File: src/rtl/fp_defs.sv
// Shared float32 field widths, exponent bias and converter state encodings.
package fp_defs;

   localparam int FP_BIAS  = 127;
   localparam int FP_EXP_W = 8;
   localparam int FP_MAN_W = 23;

   typedef enum logic [1:0] {
      ST_IDLE  = 2'd0,
      ST_NORM  = 2'd1,
      ST_ROUND = 2'd2,
      ST_HOLD  = 2'd3
   } state_t;

endpackage

File: src/rtl/fp_round_rne.sv
// Round-to-nearest-even on a 24-bit significand; combinational.
// A carry out of 24 bits renormalises to 1.0 and bumps the exponent.
module fp_round_rne
   import fp_defs::*;
(
   input  logic [FP_MAN_W:0]   kept_i,
   input  logic                g_i,
   input  logic                s_i,
   input  logic [FP_EXP_W:0]   e_i,
   output logic [FP_MAN_W-1:0] man_o,
   output logic [FP_EXP_W:0]   exp_o
);

   logic             inc;
   logic [FP_MAN_W+1:0] sum;

   assign inc = g_i & (s_i | kept_i[0]);
   assign sum = {1'b0, kept_i} + {{(FP_MAN_W+1){1'b0}}, inc};

   always_comb begin
      man_o = sum[FP_MAN_W-1:0];
      exp_o = e_i;
      if (sum[FP_MAN_W+1]) begin
         man_o = '0;
         exp_o = e_i + 1'b1;
      end
   end

endmodule

File: src/rtl/product_to_fp32.sv
// Unsigned 32-bit product to float32, normalised one left shift per cycle.
// FP_ROUND_EN selects round-to-nearest-even; otherwise the mantissa is truncated.
module product_to_fp32 #(
   parameter int IN_W    = 32,
   parameter int FP_BIAS = 127
) (
   input  logic            clk,
   input  logic            rst_n,
   input  logic            in_valid,
   output logic            in_ready,
   input  logic [IN_W-1:0] in_data,
   output logic            out_valid,
   input  logic            out_ready,
   output logic [31:0]     out_data,
   output logic            busy
);
   import fp_defs::*;

   state_t              state_q;
   logic [IN_W-1:0]     m_q;
   logic [FP_EXP_W:0]   e_q;
   logic [31:0]         out_data_q;

   logic [FP_MAN_W-1:0] man_r;
   logic [FP_EXP_W:0]   exp_r;

`ifdef FP_ROUND_EN
   fp_round_rne u_round (
      .kept_i (m_q[IN_W-1:IN_W-24]),
      .g_i    (m_q[IN_W-25]),
      .s_i    (|m_q[IN_W-26:0]),
      .e_i    (e_q),
      .man_o  (man_r),
      .exp_o  (exp_r)
   );
`else
   assign man_r = m_q[IN_W-2:IN_W-24];
   assign exp_r = e_q;
`endif

   always_ff @(posedge clk) begin
      if (!rst_n) begin
         state_q    <= ST_IDLE;
         m_q        <= '0;
         e_q        <= '0;
         out_data_q <= '0;
      end else begin
         case (state_q)
            ST_IDLE: begin
               if (in_valid) begin
                  m_q <= in_data;
                  e_q <= (FP_EXP_W+1)'(FP_BIAS + IN_W - 1);
                  if (in_data == '0) begin
                     out_data_q <= '0;
                     state_q    <= ST_HOLD;
                  end else begin
                     state_q    <= ST_NORM;
                  end
               end
            end
            ST_NORM: begin
               if (m_q[IN_W-1]) begin
                  state_q <= ST_ROUND;
               end else begin
                  m_q <= m_q << 1;
                  e_q <= e_q - 1'b1;
               end
            end
            ST_ROUND: begin
               out_data_q <= {1'b0, exp_r[FP_EXP_W-1:0], man_r};
               state_q    <= ST_HOLD;
            end
            ST_HOLD: begin
               if (out_ready) state_q <= ST_IDLE;
            end
            default: state_q <= ST_IDLE;
         endcase
      end
   end

   // Handshake outputs depend only on the registered state.
   assign in_ready  = (state_q == ST_IDLE);
   assign busy      = (state_q != ST_IDLE);
   assign out_valid = (state_q == ST_HOLD);
   assign out_data  = out_data_q;

endmodule

File: config.mk
export PLATFORM = sky130hd
export DESIGN_NAME = product_to_fp32
export DESIGN_NICKNAME = d
export VERILOG_FILES = /design/src/rtl/fp_defs.sv /design/src/rtl/fp_round_rne.sv /design/src/rtl/product_to_fp32.sv
export SDC_FILE = /design/constraint.sdc
export NUM_CORES = 1
export LEC_CHECK = 0
export CAP_MARGIN = 15
export CELL_PAD_IN_SITES_DETAIL_PLACEMENT = 0
export CELL_PAD_IN_SITES_GLOBAL_PLACEMENT = 2
export CORE_MARGIN = 2
export CORE_UTILIZATION = 29
export CTS_BUF_LIST = sky130_fd_sc_hd__clkbuf_4 sky130_fd_sc_hd__clkbuf_8 sky130_fd_sc_hd__clkbuf_16
export CTS_CLUSTER_DIAMETER = 150
export DETAILED_ROUTE_END_ITERATION = 16
export HOLD_SLACK_MARGIN = 0.1
export PLACE_DENSITY = 0.84
export SYNTH_ARGS = -nofsm -noshare
export SYNTH_HDL_FRONTEND = slang
export SYNTH_SLANG_ARGS = --single-unit
File: constraint.sdc
create_clock -name clk -period 1.8 [get_ports clk]
set_input_delay 0.45 -clock clk [delete_from_list [all_inputs] [get_ports clk]]
set_output_delay 0.45 -clock clk [all_outputs]
set_load 0.05 [all_outputs]
**Word level (Yosys, flattened, before mapping)**

Cells that the tools add are included.

- Register bits: 75
- Latch bits: 0
- Memory bits (writable): 0
- ROM bits: 0
- Logic and storage cells: 37
- Memories: 0

- Add/sub/neg operators: 1
- Multipliers: 0
- Divide/modulo/power cells: 0
- Magnitude comparators: 0
- Eq/ne operators: 8
- Shifts and indexed selects: 0
- Muxes and demuxes: 14
- Bitwise gates (word level): 0
- Reductions and logical operators: 9

Operators with widths:

| cell | number |
|---|---|
| 2-to-1 mux 32 bit | 4 |
| case mux 32 bit (2 select lines) | 2 |
| logical NOT 32 bit | 1 |
| 2-to-1 mux 9 bit | 2 |
| case mux 9 bit (2 select lines) | 1 |
| AND reduction 3 bit | 3 |
| subtractor 9 x 1 -> 9 bit (second input constant) | 1 |
| 2-to-1 mux 2 bit | 4 |
| case mux 2 bit (4 select lines) | 1 |
| != test 2 bit (second input constant) | 3 |
| nonzero test 2 bit | 3 |
| equality test 2 bit (second input constant) | 2 |
| != test 2 x 1 -> 1 bit (second input constant) | 2 |
| equality test 2 x 1 -> 1 bit (second input constant) | 1 |
| logical NOT 2 bit | 1 |
| AND reduction 2 bit | 1 |

**Logic depth before layout (Yosys ltp)**

- Word-level depth: 4
- Depth in mapped cells: 8
- Gate-level depth less buffers: 6

**Worst setup path after synthesis**

OpenSTA, ideal clock, no wires.

- Path kind: register -> register
- Start: reg state_q[0]
- End: reg out_data_q[28] (netlist: out_data[28])
- Arrival: 1.869 ns
- Data required time: 1.676 ns
- Slack: -0.193 ns
- Cell stages (with the launch flop): 8
- Buffers on the path: 1
- Path through: dfxtp_1 > inv_1 > ha_1 > nand2b_1 > buf_2 > mux2_2 > nand2_1 > mux2i_1

- Longest elaborated chain between the ends: 3
- Elaborated cells on any way between the ends: 7
- Classes of those cells: eq/ne: 3; mux: 1; reduce/logical: 3

Ends and longest elaborated chain:

| element | line | source |
|---|---|---|
| from (decl) | product_to_fp32.sv:19 | `state_t state_q;` |
| from (signal assigned) | product_to_fp32.sv:43 | `state_q <= ST_IDLE;` |
| from (signal assigned) | product_to_fp32.sv:55 | `state_q <= ST_HOLD;` |
| from (signal assigned) | product_to_fp32.sv:57 | `state_q <= ST_NORM;` |
| logical NOT 2 bit * | n/a |  |
| named net in_ready | product_to_fp32.sv:10 | `output logic in_ready,` |
| != test 2 x 1 -> 1 bit (no line) (tied with other cells) | n/a |  |
| AND reduction 3 bit (no line) | n/a |  |
| to (signal assigned) | product_to_fp32.sv:70 | `out_data_q <= {1'b0, exp_r[FP_EXP_W-1:0], man_r};` |
| to (decl) | product_to_fp32.sv:22 | `logic [31:0] out_data_q;` |

The timed path passes the listed nets; every way through them passes the cells marked *.
A chain may end at the register's enable or synchronous reset.

**Worst setup path in the final report**

- Start: reg state_q[1]
- End: out busy

- Longest elaborated chain between the ends: 1

Ends and longest elaborated chain:

| element | line | source |
|---|---|---|
| nonzero test 2 bit | product_to_fp32.sv:83 | `assign busy = (state_q != ST_IDLE);` |
| to (decl) | product_to_fp32.sv:15 | `output logic busy` |

No other way between the ends.

==> flow_metrics.tcl <==
set metrics [dict create \
    cts_buffers 9 \
    seqPwrFrac_pct 35.1 \
    max_stage_delay_ps 330 \
    crit_path_top_delay_cell "dfxtp_1" \
    ios 71 \
    cts_tree "done" \
    synth_area_leader_cell "dfxtp_1" \
    clk_latency_ps 330 \
    hp-class "input port to flop" \
    diodes 0 \
    cp.required_ps 1350 \
    final-setup-viol-count 0 \
    status "complete, no violations" \
    grt_usage_pct 16.4 \
    finalClockSkew_ps 8.80 \
    leakagePower_nw 2.09 \
    finalHoldViolCount 0 \
    synth_top_area_share_pct 40.7 \
    worst_slack_ps 32.4 \
    grt_antenna_before_repair 0 \
    die_h_um 115 \
    hold_buffers 0 \
    yosysSeqAreaShare_pct 40.7 \
    clkPwrFrac_pct 26.0 \
    io_buffers 69 \
    arrival_ps 1320 \
    cts_root_buffer "clkbuf_16" \
    worstSetupPathType "flop to output pin" \
    grt_pass1_vias 3490 \
    ys_ff_latch 73 \
    grt_pass1_wl_um 17000 \
    area_growth_pct 45.5 \
    swShare_pct 36.8 \
    clk_pin_slew_worst_paths_ps 60 \
    die-area_sq_mm 0.0133 \
    cp-start-kind "flop" \
    postSynth.asyncResetShare_pct 0 \
    internal-power_w 0.00401 \
    cts-root-to-sink-buffers 2 \
    syn_inst 365 \
    overflow 0 \
    numClockSinks 73 \
    vdd_drop_max_mv 0.667 \
    critical_path_buf_inv_count 4 \
    core_region_area_sq_mm 0.0121 \
    h-tree-depth 3 \
    drtIter0Drc 344 \
    final_max_slew_viol_count 0 \
    power_density_mw_per_mm2 1220 \
    vias_per_cell 5.21 \
    drt_first_pass_iters 7 \
    fmax_ghz 0.566 \
    seqCellArea_sq_mm 0.00146 \
    grt_max_degree 34 \
    timing.critical_path.mode_cell "inv_1" \
    synth-edff-count 0 \
    synth_area_per_cell_sq_um 9.83 \
    pre_cts_slack_ps -502 \
    n_fill_cell 1163 \
    switching_power_w 0.00233 \
    period_share_pct 98.2 \
    synth_area_leaders "dfxtp_1 41%, mux2_2 9.7%, mux2i_1 8.6%" \
    wl_per_cell_um 16.2 \
    vias 3389 \
    wirelength_um 10500 \
    nets 521 \
    synth_ff_type "dfxtp_1" \
    cp_top_family "buffers and inverters" \
    gp_congestion 0.825 \
    drc 0 \
    synth_area_sq_mm 0.00359 \
    multi_input_area_sq_mm 0.00201 \
    ys_types 39 \
    ant_nets 0 \
    path_max_fanout 5 \
    rows 40 \
    fp.dieW_um 115 \
    crit_chain "inv_1, ha_4, buf_4, inv_1, buf_12" \
    tns_ps 0 \
    dp_hpwl_um 7120 \
    ys_warn_count 0 \
    crit_path_end_kind "output pin" \
    final_period_minus_worst_setup_slack_ps 1770 \
    max_cap_violations 0 \
    combPwrFrac_pct 39.0 \
    initial_core_util_pct 29.8 \
    drive_gt1_share_pct 33.7 \
    synth_nets 407 \
]
state kept, by name, summed over array words and instances, names as in the netlist:
signal	count
e_q	8
state_q	2
m_q	32
out_data	31
power groups by stage:
stage / registers (W) / logic (W) / clock network, W
floorplan: 0.00226 / 0.00155 / 0
global placement: 0.00223 / 0.00239 / 0
detailed placement: 0.00225 / 0.00244 / 0
CTS: 0.00222 / 0.00243 / 0.00169
global route: 0.00227 / 0.00270 / 0.00176
finish: 0.00222 / 0.00247 / 0.00165
cell type report:
type	instances	share of cell area, %
clock buffer	10	4.58
clock inverter	5	0.599
inverter	9	0.647
multi-input combinational	253	38.4
sequential	73	28.0
tap	168	4.02
timing repair buffer	133	23.7
cell usage in the layout (no fill, tap or decap), types with 2 or more instances in the layout:
| master | instances |
|---|---|
| buf_6 | 4 |
| ha_1 | 4 |
| nor2_1 | 36 |
| nor3_1 | 5 |
| clkdlybuf4s15_1 | 9 |
| nand2_1 | 35 |
| xor2_1 | 2 |
| inv_1 | 7 |
| dlygate4sd2_1 | 13 |
| buf_4 | 85 |
| mux2_2 | 31 |
| clkinv_2 | 3 |
| dfxtp_1 | 72 |
| a22oi_1 | 32 |
| nor2_2 | 2 |
| xnor2_1 | 4 |
| nor4_1 | 3 |
| buf_12 | 5 |
| buf_16 | 3 |
| o21a_1 | 4 |
| clkbuf_16 | 9 |
| dlymetal6s2s_1 | 10 |
| a222oi_1 | 30 |
| clkdlybuf4s50_1 | 3 |
| nand3_1 | 2 |
| nor4_2 | 6 |
| nand4_1 | 5 |
| mux2i_1 | 31 |
| nor2b_1 | 2 |
synthesized netlist by cell type, types with 4 or more instances:
| cell type | n |
|---|---|
| dfxtp_1 | 73 |
| nor2_1 | 37 |
| nand2_1 | 35 |
| a22oi_1 | 32 |
| mux2_2 | 31 |
| mux2i_1 | 31 |
| a222oi_1 | 30 |
| clkbuf_1 | 10 |
| nor4_1 | 10 |
| buf_2 | 9 |
| inv_1 | 8 |
| buf_6 | 6 |
| ha_1 | 6 |
| nand4_1 | 5 |
| nor3_1 | 5 |
| buf_4 | 4 |
| o21a_1 | 4 |
| xnor2_1 | 4 |
routing by layer:
metal  routed length, um  vias up  GRT usage (%)
met4                 136        0           6.51
met5                   0        -              0
met1                4610     1634           19.9
met2                5180      126           28.6
met3                 620        6           2.95
li1                    -     1623              -
cell families after synthesis:
kind of cell | share of synthesized area (%)
adder cells (fa/ha/maj) | 2.09
other | 0.104
AO/OA/AOI/OAI | 17.8
buffers and inverters | 6.06
multiplexers | 18.8
flip-flops | 40.7
XOR/XNOR | 1.46
AND/OR/NAND/NOR | 13.0
worst reg2reg max path, cell delays in order, from the launching register on:
cell and delay [ps]:
dfxtp_1 310, inv_1 140, ha_4 180, nand2b_1 200, buf_4 260, mux2_2 360
nand2_1 70, mux2i_1 70
worst paths after layout:
path / slack, ps / cells past startpoint / from / to
worst max-delay path: 30 / 5 / state_q[1]$_SDFFE_PN0P_ / busy
worst min-delay path: 440 / 3 / in_data[3] / m_q[3]$_SDFFE_PN0P_
worst max register to register: 90 / 7 / state_q[1]$_SDFFE_PN0P_ / out_data[22]$_SDFFE_PN0P_
worst min register to register: 500 / 2 / m_q[7]$_SDFFE_PN0P_ / m_q[8]$_SDFFE_PN0P_
repair_timing:
action	CTS	global route
setup endpoints to repair	32	64
cloned	3	0
setup buffers	5	0
pin swaps	11	13
resized for setup	36	27
through the flow:
stage                     util, %  std cells  total power (W)  hold slack [ps]  instance area (sq um)
final                        43.3        651          0.00635              439                   5220
after CTS                    42.8        652          0.00634              505                   5170
after floorplan                 -        365          0.00381              466                   3600
after global routing         43.3        651          0.00674              454                   5220
after detailed placement     39.4        629          0.00468              489                   4750
after global placement       39.4        629          0.00462              477                   4750
Note: power is estimated with default switching activity, not from simulation.
==> patch, RTL diff (same settings) <==
Change the parameter `IN_W` from 32 to 24.
--- a/src/rtl/product_to_fp32.sv
+++ b/src/rtl/product_to_fp32.sv
@@ -1,7 +1,7 @@
 // Unsigned 32-bit product to float32, normalised one left shift per cycle.
 // FP_ROUND_EN selects round-to-nearest-even; otherwise the mantissa is truncated.
 module product_to_fp32 #(
-   parameter int IN_W    = 32,
+   parameter int IN_W    = 24,
    parameter int FP_BIAS = 127
 ) (
    input  logic            clk,
Interface: changed (resized in_data); port bits go from 71 to 63. No check against the original RTL was run, so the function may have changed too.
==> patch against the original RTL <==
  * Worst setup slack worse by 0.0066 ns
  * Area after synthesis shrank 25%
  * Routed wire length decreased by 26%
  * First-iteration DRC count decreased by 53%
  * Critical path depth up 2
  * Combinational power rose by 27%
  * Clock power is 13% lower
  * Power up 3.9%
  * Core utilization is 2.6 points higher
  * Sequential cell count decreased by 8
  * Design area shrank 20%
  * Highest routed layer unchanged
==> patch: results (changes against the original RTL) <==
- WL met3: 520 um (-16%)
- Max reg flops: 31 (-3.1%)
- Crit Path Max Fanout: 8 (+3)
- Final Routed Wirelength: 7850 um (-26%)
- Post-synthesis sequential area ratio: 48.3% (+7.5 points)
- Post-synthesis xor/xnor area fraction: 0.974% (-0.49 points)
- Largest family of logic cells by synthesized area: compound AO/OA/AOI/OAI gates
- Adder and majority gate portion of the synthesized area: 2.78% (+0.69 points)
- Multiplexer share of the synthesized area: 0% (-19 points)
- List of most frequent post-synthesis cells: 65 x dfxtp_1, 28 x nor2_1, 20 x a22o_2, 15 x a222oi_1, 11 x a22o_1
- Nets@finish: 399 (-23%)
- CP max-delay cell: clkdlybuf4s50_1
- Switch Pwr: 2.39 mW (+2.5%)
- Port bufs: 61 (-12%)
- Dpl ws: -0.541 ns (-0.0390 ns)
- Root Buffer: clkbuf_8
- Post-Route M1 WL: 3520 um (-24%)
- CP max stage delay: 0.49 ns (+0.16 ns)
- Area after DPL: 0.00363 mm2 (-24%)
- Inst Count DP: 448 (-29%)
- First-pass GRT wire length: 11700 um (-31%)
- Seq pwr share: 30.6% (-4.5 points)
- Post-synthesis compound-gate area fraction: 25.5% (+7.7 points)
- Leak Pwr: 1.81 nW (-13%)
- Post-Syn Nets: 292 (-28%)
- Largest net degree at the start of global routing: 32 (-5.9%)
- Status: complete, no violations
- Detailed-placement wirelength estimate: 4870 um (-32%)
- PwrDens: 1580 mW/mm2 (+30%)
- Skew final: 0.00713 ns (-0.00166 ns)
- Iteration-0 DRC Markers: 160 (-53%)
- Synth top area cells: dfxtp_1 48%, a22o_2 7.4%, a222oi_1 5.6%, nor2_1 3.9%, a22o_1 3.6%
- Drt first pass iters: 6 (-1)
- Share of cells above drive strength 1: 42.2% (+8.4 points)
- Post-CTS Resized: 35 (-2.8%)
- Share of the synthesized area in the top cell type: 48.3% (+7.5 points)
- Clock group share of total power: 21.9% (-4.1 points)
-- patch: changes by cell type after synthesis, sizes merged, moves of 8 or more --
| cell | change |
|---|---|
| buf | -8 |
| nand2 | -29 |
| nor2 | -10 |
| mux2 | -32 |
| a222oi | -15 |
| a22o | +31 |
| dfxtp | -8 |
| a22oi | -31 |
| nand2b | +9 |
| nand3b | +8 |
| mux2i | -31 |
-- patch: worst paths after layout --
kind                                   start      endpoint  slack (ns)  cells past startpoint
worst max-delay path              in_data[7]   out_data[1]        0.03                      7
worst min-delay path             in_data[16]       m_q[16]        0.39                      3
worst max register to register    state_q[1]   out_data[3]        0.05                      9
worst min register to register  out_data[21]  out_data[21]        0.48                      1
-- patch: layout make-up --
type                       instances  area (um2)
fill                             860        4930
sequential                        65        1310
tap                              111         139
multi-input combinational        166        1350
inverter                           8        32.5
clock inverter                     2        60.1
timing repair buffer             115        1120
clock buffer                      14         174
